## src/rtl/pipe_pkg.sv

```systemverilog
// Shared definitions for the handshaked pipeline registers (EX/MEM now, IF/ID and ID/EX later).
// The state value doubles as the number of entries held.
package pipe_pkg;

    typedef enum logic [1:0] {
        EMPTY = 2'd0,
        FULL  = 2'd1,
        SKID  = 2'd2
    } pipe_state_e;

    localparam int CTRL_W_DEF = 12;

    // All-zero control bundle is decoded downstream as a bubble.
    localparam logic [CTRL_W_DEF-1:0] CTRL_NOP = '0;

    function automatic logic [1:0] state_occupancy(input pipe_state_e s);
        logic [1:0] occ;
        occ = 2'd0;
        case (s)
            EMPTY:   occ = 2'd0;
            FULL:    occ = 2'd1;
            SKID:    occ = 2'd2;
            default: occ = 2'd0;
        endcase
        return occ;
    endfunction

endpackage

```

## src/rtl/pipe_payload_reg.sv

```systemverilog
// One pipeline payload entry (FU result, store data, PC+4, control).
// Clear has priority over load so an emptied entry always reads back as zero.
module pipe_payload_reg #(
    parameter int WIDTH  = 32,
    parameter int CTRL_W = 12
) (
    input  logic              clk,
    input  logic              clr_i,
    input  logic              ld_i,
    input  logic [WIDTH-1:0]  fu_i,
    input  logic [WIDTH-1:0]  ram_data_i,
    input  logic [WIDTH-1:0]  pcplus_i,
    input  logic [CTRL_W-1:0] ctrl_i,
    output logic [WIDTH-1:0]  fu_o,
    output logic [WIDTH-1:0]  ram_data_o,
    output logic [WIDTH-1:0]  pcplus_o,
    output logic [CTRL_W-1:0] ctrl_o
);

    always_ff @(posedge clk) begin
        if (clr_i) begin
            fu_o       <= '0;
            ram_data_o <= '0;
            pcplus_o   <= '0;
            ctrl_o     <= '0;
        end else if (ld_i) begin
            fu_o       <= fu_i;
            ram_data_o <= ram_data_i;
            pcplus_o   <= pcplus_i;
            ctrl_o     <= ctrl_i;
        end
    end

endmodule

```

## src/rtl/ex_mem_pipe_reg.sv

```systemverilog
// EX->MEM pipeline register with valid/ready handshake, flush and an optional 2-entry skid buffer.
// Outputs always come from the main entry; the skid entry only refills main.
module ex_mem_pipe_reg
    import pipe_pkg::*;
#(
    parameter int WIDTH   = 32,
    parameter int CTRL_W  = CTRL_W_DEF,
    parameter int SKID_EN = 1
) (
    input  logic              clk,
    input  logic              reset,
    input  logic              flush,
    input  logic              in_valid,
    output logic              in_ready,
    input  logic [WIDTH-1:0]  fu_i,
    input  logic [WIDTH-1:0]  ram_data_i,
    input  logic [WIDTH-1:0]  pcplus_i,
    input  logic [CTRL_W-1:0] ctrl_i,
    output logic              out_valid,
    input  logic              out_ready,
    output logic [WIDTH-1:0]  fu_o,
    output logic [WIDTH-1:0]  ram_data_o,
    output logic [WIDTH-1:0]  pcplus_o,
    output logic [CTRL_W-1:0] ctrl_o,
    output logic [1:0]        occupancy
);

    pipe_state_e state_q, state_d;

    logic push, pop;
    logic main_clr, main_ld, main_from_skid;
    logic skid_clr, skid_ld;

    logic [WIDTH-1:0]  main_fu_d, main_rd_d, main_pc_d;
    logic [CTRL_W-1:0] main_ctrl_d;
    logic [WIDTH-1:0]  main_fu_q, main_rd_q, main_pc_q;
    logic [CTRL_W-1:0] main_ctrl_q;
    logic [WIDTH-1:0]  skid_fu_q, skid_rd_q, skid_pc_q;
    logic [CTRL_W-1:0] skid_ctrl_q;

    assign out_valid = (state_q != EMPTY);
    assign push      = in_valid & in_ready;
    assign pop       = out_valid & out_ready;

    always_ff @(posedge clk) begin
        if (reset) begin
            state_q <= EMPTY;
        end else begin
            state_q <= state_d;
        end
    end

    always_comb begin
        state_d        = state_q;
        main_clr       = 1'b0;
        main_ld        = 1'b0;
        main_from_skid = 1'b0;
        skid_clr       = 1'b0;
        skid_ld        = 1'b0;
        if (reset || flush) begin
            state_d  = EMPTY;
            main_clr = 1'b1;
            skid_clr = 1'b1;
        end else begin
            case (state_q)
                EMPTY: begin
                    if (push) begin
                        main_ld = 1'b1;
                        state_d = FULL;
                    end
                end
                FULL: begin
                    if (push && pop) begin
                        main_ld = 1'b1;
                    end else if (push && (SKID_EN != 0)) begin
                        // MEM is stalled: park the new bundle behind the held one.
                        skid_ld = 1'b1;
                        state_d = SKID;
                    end else if (pop) begin
                        main_clr = 1'b1;
                        state_d  = EMPTY;
                    end
                end
                SKID: begin
                    if (pop) begin
                        main_ld        = 1'b1;
                        main_from_skid = 1'b1;
                        skid_clr       = 1'b1;
                        state_d        = FULL;
                    end
                end
                default: begin
                    state_d  = EMPTY;
                    main_clr = 1'b1;
                    skid_clr = 1'b1;
                end
            endcase
        end
    end

    always_comb begin
        main_fu_d   = fu_i;
        main_rd_d   = ram_data_i;
        main_pc_d   = pcplus_i;
        main_ctrl_d = ctrl_i;
        if (main_from_skid) begin
            main_fu_d   = skid_fu_q;
            main_rd_d   = skid_rd_q;
            main_pc_d   = skid_pc_q;
            main_ctrl_d = skid_ctrl_q;
        end
    end

    pipe_payload_reg #(
        .WIDTH  (WIDTH),
        .CTRL_W (CTRL_W)
    ) u_main (
        .clk        (clk),
        .clr_i      (main_clr),
        .ld_i       (main_ld),
        .fu_i       (main_fu_d),
        .ram_data_i (main_rd_d),
        .pcplus_i   (main_pc_d),
        .ctrl_i     (main_ctrl_d),
        .fu_o       (main_fu_q),
        .ram_data_o (main_rd_q),
        .pcplus_o   (main_pc_q),
        .ctrl_o     (main_ctrl_q)
    );

    generate
        if (SKID_EN != 0) begin : g_skid
            logic in_ready_q;

            pipe_payload_reg #(
                .WIDTH  (WIDTH),
                .CTRL_W (CTRL_W)
            ) u_skid (
                .clk        (clk),
                .clr_i      (skid_clr),
                .ld_i       (skid_ld),
                .fu_i       (fu_i),
                .ram_data_i (ram_data_i),
                .pcplus_i   (pcplus_i),
                .ctrl_i     (ctrl_i),
                .fu_o       (skid_fu_q),
                .ram_data_o (skid_rd_q),
                .pcplus_o   (skid_pc_q),
                .ctrl_o     (skid_ctrl_q)
            );

            // Registered ready: low exactly while both entries are occupied.
            always_ff @(posedge clk) begin
                if (reset) begin
                    in_ready_q <= 1'b1;
                end else begin
                    in_ready_q <= (state_d != SKID);
                end
            end

            assign in_ready = in_ready_q;
        end else begin : g_noskid
            logic unused_skid_ctl;

            assign unused_skid_ctl = skid_clr ^ skid_ld;
            assign skid_fu_q       = '0;
            assign skid_rd_q       = '0;
            assign skid_pc_q       = '0;
            assign skid_ctrl_q     = '0;
            assign in_ready        = out_ready | ~out_valid;
        end
    endgenerate

    assign fu_o       = main_fu_q;
    assign ram_data_o = main_rd_q;
    assign pcplus_o   = main_pc_q;
    assign ctrl_o     = out_valid ? main_ctrl_q : CTRL_W'(CTRL_NOP);
    assign occupancy  = state_occupancy(state_q);

endmodule

```

## config.mk

```make
export PLATFORM = sky130hd
export DESIGN_NAME = ex_mem_pipe_reg
export DESIGN_NICKNAME = d
export VERILOG_FILES = /design/src/rtl/pipe_pkg.sv /design/src/rtl/pipe_payload_reg.sv /design/src/rtl/ex_mem_pipe_reg.sv
export SDC_FILE = /design/constraint.sdc
export NUM_CORES = 1
export LEC_CHECK = 0
export ABC_AREA = 1
export BUFFER_PORTS_ARGS = -buffer_cell sky130_fd_sc_hd__buf_2
export CAP_MARGIN = 20
export CORE_MARGIN = 2
export CORE_UTILIZATION = 32
export DETAILED_ROUTE_END_ITERATION = 7
export PLACE_DENSITY_LB_ADDON = 0.12
export SYNTH_ARGS = -nofsm -noshare
export SYNTH_HDL_FRONTEND = slang
export SYNTH_HIERARCHICAL = 1
export SYNTH_SLANG_ARGS = --single-unit
```

## constraint.sdc

```tcl
create_clock -name clk -period 3.2 [get_ports clk]
set_input_delay 0.32 -clock clk [delete_from_list [all_inputs] [get_ports clk]]
set_output_delay 0.32 -clock clk [all_outputs]
set_load 0.05 [all_outputs]
```

## After elaboration in Yosys (flattened, before gate mapping)

Cells that the tools add are included.

- Register bits: 219
- Bits of input ports: 113
- Output and inout bits: 112

- Eq/ne operators: 3
- Mux-type cells: 29
- Bitwise operators: 2
- Reduce and logical (&&, ||, !) cells: 6

Operators by type and width:

| cell | count |
|---|---|
| $mux W32 | 3 |
| $mux W12 | 2 |
| $mux W1 | 13 |
| $mux W2 | 6 |
| $pmux W2 S3 | 1 |
| $pmux W1 S2 | 2 |
| $pmux W2 S2 | 1 |
| $reduce_or A2 Y1 | 2 |
| $pmux W1 S3 | 1 |
| $and A1 B1 Y1 | 2 |
| $eq A2 B1 Y1 const B | 1 |
| $eq A2 B2 Y1 const B | 1 |
| $logic_not A2 Y1 | 1 |
| $ne A2 B2 Y1 const B | 1 |
| $reduce_bool A2 Y1 | 1 |
| $logic_and A1 B1 Y1 | 1 |
| $logic_or A1 B1 Y1 | 1 |

## Longest topological paths before layout

Gate-level depths: netlist of the first run.

- Word-level depth: 8
- Gate-level depth with buffers: 12
- Gate-level depth less buffers: 9

## Hierarchy

The synthesis of the first run kept the hierarchy.

Modules (own cells, without submodules):

| module | instances | cells an instance | area an instance (sq um) | seq. area each (sq um) |
|---|---|---|---|---|
| pipe_payload_reg | 2 | 684 | 4449.3 | 2162.1 |
| ex_mem_pipe_reg | 1 | 409 | 1973.1 | 60.1 |

## Least setup slack after synthesis of the first run

No wires, ideal clock.

- Path type: register -> output
- Start: reg state_q[0]
- End: out ctrl_o[10]
- Data arrival time: 1866 ps
- Required time: 2880 ps
- Setup slack: 1014 ps
- Stages on the path, launching flop included: 6
- Path buffers: 1
- Cells stage by stage: dfxtp_1 > inv_1 > nand2_1 > inv_1 > clkbuf_1 > nor2_1

- Longest elaborated chain between the ends: 2

RTL lines:

| what | line | source |
|---|---|---|
| start, declared | ex_mem_pipe_reg.sv:28 | `pipe_state_e state_q, state_d;` |
| start signal, assigned | ex_mem_pipe_reg.sv:49 | `state_q <= state_d;` |
| $reduce_bool A2 Y1 | ex_mem_pipe_reg.sv:41 | `assign out_valid = (state_q != EMPTY);` |
| net out_valid | ex_mem_pipe_reg.sv:19 | `output logic out_valid,` |
| $mux W12 | ex_mem_pipe_reg.sv:177 | `assign ctrl_o = out_valid ? main_ctrl_q : CTRL_W'(CTRL_NOP);` |
| end, declared | ex_mem_pipe_reg.sv:24 | `output logic [CTRL_W-1:0] ctrl_o,` |

The timed path passes the listed nets, and every way through them passes these cells.

## Final worst setup path of the first run

- Start: reg state_q[0]
- End: out ctrl_o[0]

- Longest elaborated chain between the ends: 2

RTL lines:

| what | line |
|---|---|
| $reduce_bool A2 Y1 | ex_mem_pipe_reg.sv:41 |
| $mux W12 | ex_mem_pipe_reg.sv:177 |

Every way passes these cells.

==> flow_summary.yaml, run 1 <==
final_layout:
  nets: 2060
  layout_commonest_cell: "nand2_1"
  fillers: 3766
  final_cell_mix: "nand2_1 (553), nor2_1 (446), inv_1 (343)"
  finalCoreUtilization_pct: 38.8
  seqCellArea_um2: 4380
  area_growth_pct: 19.6
  multiInputGateArea_um2: 4490
  drive_gt1_share_pct: 16.1
detailed_routing:
  postRouteAntennaNets: 0
  routed_wl_mm: 26.6
  drtIter0Drc: 439
  drc_errors: 0
  routedWlPerCell_um: 11.0
  viasPerCell: 4.03
  vias: 9728
  dr.pass1.iters: 6
clock_tree:
  tritoncts: "built"
  post_cts_buffers: 0
  cts_hold_buffers: 0
  cts_buffer_depth: 3
  clk_latency_ns: 0.53
  cts_resized: 0
  cts.sinks: 219
  clk_pin_slew_ns: 0.06
  cts_inserted_buffers: 26
  ctsHtreeMaxLevel: 1
  cts_root_buffer: "clkbuf_16"
synthesis:
  synthesis.area_um2: 10900
  ys_warn_count: 6
  yosys_register_bits: 219
  yosysUniqueCellTypes: 17
  syn_inst: 1777
  yosysSeqAreaShare_pct: 40.3
  synth_nets: 1890
  synth_area_per_cell_um2: 6.12
critical_path:
  rrSetupSlack_ns: 1.06
  worst_path_largest_cell_delay_ns: 0.43
  worstPathMaxFanout: 12
  r2r_cells: 9
  start_kind: "flip-flop"
  crit_path_top_delay_cell: "dfxtp_1"
  crit_top_cell: "inv_1"
  path_class: "reg -> out"
  endpoint_kind: "output port"
  cp_top_family: "buffers and inverters"
  r2r-start: "state_q[0]"
  worst-path-buf-inv: 3
  path_cells: "inv_1 -> nand2_1 -> inv_1 -> nor2_1 -> buf_2"
  r2r-end: "u_main/fu_o[10]"
  cp_num_cells: 5
  worstPathArrival_ns: 1.93
  required_ns: 2.88
timing:
  timing.slew.headroom_pct: 42.2
  setup_tns_ns: 0
  post-route-period-util_pct: 70.2
  rsz0062_at_grt: "no"
  worstMarginPinSlew_ns: 0.867
  fin_crit_ns: 2.25
  finClkSkew_ns: 0.00944
  fmax_ghz: 0.445
  hold_viol_final: 0
  maxSlewViolCount: 0
  setup_viol: 0
flow_run:
  cap_violations: 0
floorplanning:
  die_h_um: 188
  io_pins: 225
  dieArea_um2: 35500
  start_util_pct: 32.4
  rows: 67
  core_um2: 33500
  die_w_um: 188
outcome:
  status: "finished clean"
place:
  gp_congestion: 0.777
  portBuffers: 224
  dpl.hpwl_mm: 16.8
global_routing:
  grt.total_usage_pct: 15.1
  grt_pass1_vias: 8892
  grt_max_degree: 187
  grt_pass1_wl_mm: 44.1
  antenna_found_initial: 4
  gr-total-overflow: 0
pwr:
  swShare_pct: 24.7
  power_frac_comb_pct: 9.5
  power_density_nw_per_um2: 502
  ir_drop_mv: 0.310
  seqPwrFrac_pct: 42.6
  p_leak_nw: 6.14
  switchingPower_w: 0.00161
  p_int_w: 0.00492
  finalPower_w: 0.00653
  clock_power_share_pct: 47.9
min_path:
  hold_path.class: "in -> reg"
  whs_path_depth: 3
  min_to: "in_ready"
  hp-start: "reset"
-- routing by layer --
| metal | GRT usage, % | vias to the layer above | part of all wire (%) |
|---|---|---|---|
| met5 | 0 | - | 0.15 |
| met4 | 3.13 | 6 | 1.5 |
| met3 | 3.41 | 35 | 5.8 |
| met2 | 24.9 | 171 | 44 |
| met1 | 20.1 | 4115 | 49 |
| li1 | - | 5401 | - |
-- cell families after synthesis --
| family | count (synthesis) | synth area share, % |
|---|---|---|
| and+or+nand+nor | 1008 | 35.1 |
| buffers and inverters | 440 | 18.5 |
| DFF | 219 | 40.3 |
| AOI/OAI and AO/OA | 110 | 6.07 |
-- power groups by stage --
| stage | clock, W | combinational, W | sequential, W |
|---|---|---|---|
| after CTS | 0.00325 | 0.000631 | 0.00278 |
| after detailed placement | 0 | 0.000629 | 0.00284 |
| final | 0.00313 | 0.000619 | 0.00278 |
| after global routing | 0.00338 | 0.000708 | 0.00278 |
| after global placement | 0 | 0.000627 | 0.00284 |
| after floorplan | 0 | 0.000356 | 0.00293 |
-- synth_stat cells --
master | n | area, µm²
nand2_1 | 553 | 2080
nor2_1 | 447 | 1680
inv_1 | 343 | 1290
dfxtp_1 | 219 | 4380
o21ai_1 | 72 | 360
buf_6 | 39 | 439
o21ai_2 | 29 | 254
buf_2 | 20 | 100
clkbuf_1 | 19 | 71.3
buf_4 | 12 | 90.1
o21ai_0 | 9 | 45.0
nand3_1 | 5 | 25.0
buf_1 | 4 | 15.0
inv_2 | 3 | 11.3
nand3_4 | 1 | 17.5
nor2_2 | 1 | 6.26
nor2_4 | 1 | 11.3
-- area by class of cell --
| type | count | share of cell area, % |
|---|---|---|
| repair buffers | 236 | 10.3 |
| diodes | 1 | 0.0193 |
| inverters | 346 | 10.0 |
| flip-flops and latches | 219 | 33.7 |
| clock inverters | 6 | 0.616 |
| well taps | 448 | 4.31 |
| clock buffers | 41 | 6.45 |
| multi-input cells | 1118 | 34.6 |
-- worst max-delay path by stage --
stage / from / to / slack, ns
floorplan: state_q[0] / ctrl_o[10] / 1.01
global placement: flush / u_main/ram_data_o[26] / 1.02
detailed placement: flush / u_main/ram_data_o[26] / 1.01
CTS: state_q[0] / ctrl_o[0] / 0.90
global route: state_q[0] / ctrl_o[0] / 0.79
finish: state_q[0] / ctrl_o[0] / 0.95
-- registers in the layout, indices dropped and copies added (netlist names) --
signal / cells
g_skid.u_skid/fu_o: 32
u_main/pcplus_o: 32
u_main/fu_o: 32
g_skid.u_skid/pcplus_o: 32
g_skid.u_skid/ram_data_o: 32
u_main/ram_data_o: 32
g_skid.u_skid/ctrl_o: 12
in_ready: 1
u_main/ctrl_o: 12
state_q: 2
-- worst min-delay path: stages --
cell and delay (ns):
buf_2 0.08, nor2_2 0.06, nand2_1 0.09
-- metrics by stage --
stage	area, µm²	hold slack, ns	setup WS [ns]	std cells
after floorplan	10900	0.449	1.01	1777
after global routing	13000	0.0600	0.794	2414
after CTS	13000	0.0418	0.904	2414
after detailed placement	12100	0.460	1.01	2367
final	13000	0.0769	0.953	2415
after global placement	12100	0.452	1.02	2367
Power figures use the tool's default switching activity.
==> run 2: changes to the inputs <==
Settings changed: ABC_AREA 1 to 0.
Clock period 3.2 ns to 1.98 ns, I/O delays scaled along.
==> flow_summary.yaml, run 2 <==
detailed_routing:
  drc_errors: 0
  routedWlPerCell_um: 15.0
  drtIter0Drc: 241
  viasPerCell: 4.45
  routed_wl_mm: 23.9
  vias: 7073
  dr.pass1.iters: 4
  postRouteAntennaNets: 0
clock_tree:
  clk_latency_ns: 0.52
  clk_pin_slew_ns: 0.06
  cts_buffer_depth: 3
  cts.sinks: 219
  tritoncts: "built"
  post_cts_buffers: 0
  cts_root_buffer: "clkbuf_16"
  ctsHtreeMaxLevel: 1
  cts_inserted_buffers: 26
synthesis:
  yosys_register_bits: 219
  ys_warn_count: 6
  yosysTopAreaCell: "dfxtp_1"
  synth_area_per_cell_um2: 10.9
  async_reset_ff_share_pct: 0
  netlist.area_leader.share_pct: 47.0
  yosysSeqAreaShare_pct: 47.0
  syn_inst: 859
  yosysUniqueCellTypes: 26
  yosys-top-cells-area: "dfxtp_1 (47%), mux2i_1 (23%), mux2_2 (11%), nor2_1 (8.8%), mux2_4 (3.2%)"
  synth_ff_type: "dfxtp_1"
  synth_nets: 972
  synthTopCellsByCount: "dfxtp_1 (219), nor2_1 (219), mux2i_1 (217)"
  synth_edf_count: 0
  synthesis.area_um2: 9330
final_layout:
  drive_gt1_share_pct: 34.4
  seqCellArea_um2: 4390
  multiInputGateArea_um2: 4530
  layout_commonest_cell: "buf_2"
  nets: 1298
  fin_area_um2: 13000
  fin_cells: 1589
  final_cell_mix: "buf_2 (223), nor2_1 (218), mux2i_1 (217)"
  area_growth_pct: 39.1
  fillers: 2776
  antennaDiodeCount: 0
floorplanning:
  core_um2: 28700
  die_w_um: 175
  rows: 62
  dieArea_um2: 30500
  start_util_pct: 32.5
  io_pins: 225
  die_h_um: 175
min_path:
  hold_path.class: "in -> reg"
timing:
  rsz0062_at_grt: "no"
  fmax_ghz: 0.536
  fin_crit_ns: 1.86
  timing.slew.headroom_pct: 70.6
  hold_viol_final: 0
  maxSlewViolCount: 0
  setup_viol: 0
  post-route-period-util_pct: 94.2
  finClkSkew_ns: 0.0104
  setup_tns_ns: 0
  worst_slack_ns: 0.116
  worstMarginPinSlew_ns: 0.441
critical_path:
  start_kind: "flip-flop"
  required_ns: 2.38
  worstPathArrival_ns: 2.27
  endpoint_kind: "flip-flop"
  worstPathMaxFanout: 15
  path_class: "reg -> reg"
pwr:
  p_leak_nw: 5.05
  power_density_nw_per_um2: 819
  ir_drop_mv: 0.463
place:
  placed_cell_area_um2: 10900
  portBuffers: 224
  post-place-ws_ns: 0.0278
  gp_congestion: 0.710
  dp.cells: 1431
  dpl.hpwl_mm: 15.0
global_routing:
  gr-total-overflow: 0
  grt_max_degree: 51
  grt_pass1_wl_mm: 37.8
  antenna_found_initial: 0
  grt.total_usage_pct: 15.1
  grt_pass1_vias: 7152
outcome:
  status: "finished clean"
flow_run:
  cap_violations: 0
-- run 2: kinds of logic (layout without fill, tap and decap cells) --
kind of cell / Yosys count / count (layout) / share of synthesized area (%)
muxes: 325 / 325 / 37.1
buffers and inverters: 64 / 410 / 4.92
DFF: 219 / 219 / 47.0
AOI/OAI and AO/OA: 7 / 7 / 0.429
and+or+nand+nor: 244 / 244 / 10.6
-- run 2: area by class of cell --
type | instances | share of cell area, %
Multi-Input combinational cell | 576 | 34.9
Sequential cell | 219 | 33.8
Timing Repair Buffer | 360 | 20.3
Clock buffer | 38 | 5.99
Tap cell | 384 | 3.70
Clock inverter | 10 | 1.20
Inverter | 2 | 0.0578
-- run 2: path summary, 6_finish.rpt --
path / start / to / cells past startpoint / slack, ns
worst max-delay path: state_q[1] / u_main/pcplus_o[29] / 7 / 0.12
worst min-delay path: reset / state_q[1] / 3 / 0.07
worst max register to register: state_q[1] / u_main/pcplus_o[29] / 7 / 0.12
worst min register to register: u_main/fu_o[20] / u_main/fu_o[20] / 2 / 0.48
-- run 2: through the flow --
| step | total power (W) | util [%] | hold slack [ns] |
|---|---|---|---|
| floorplan | 0.00511 | - | 0.277 |
| global route | 0.0111 | 45.2 | 0.0773 |
| detailed placement | 0.00543 | 38.1 | 0.455 |
| CTS | 0.0108 | 45.1 | 0.0401 |
| global placement | 0.00543 | 38.1 | 0.444 |
| finish | 0.0106 | 45.2 | 0.0675 |
-- run 2: critical path: stages, from the launching register on --
cell	delay, ns
dfxtp_2	0.39
nor2b_4	0.19
o21ai_1	0.15
a21oi_4	0.31
buf_12	0.23
buf_12	0.18
mux2i_1	0.21
nor2_1	0.05
-- run 2: power breakdown --
group          switching (W)  leakage, nW  internal (W)
clock network        0.00190        0.464       0.00324
registers          0.0000250         1.77       0.00445
logic               0.000509         2.82      0.000510
-- run 2: timing repair --
action,4_1_cts,5_1_grt
endpoints found under the setup margin,0,105
hold buffers,109,0
hold endpoints to repair,110,0
gates resized for setup,0,6
-- run 2: per-layer routing --
metal | vias up | global-route usage (%) | share of wire (%)
li1 | 3575 | - | -
met1 | 3302 | 19.7 | 47
met2 | 160 | 25.3 | 45
met3 | 36 | 3.52 | 5.5
met4 | 0 | 3.92 | 2.0
met5 | - | 0 | 0
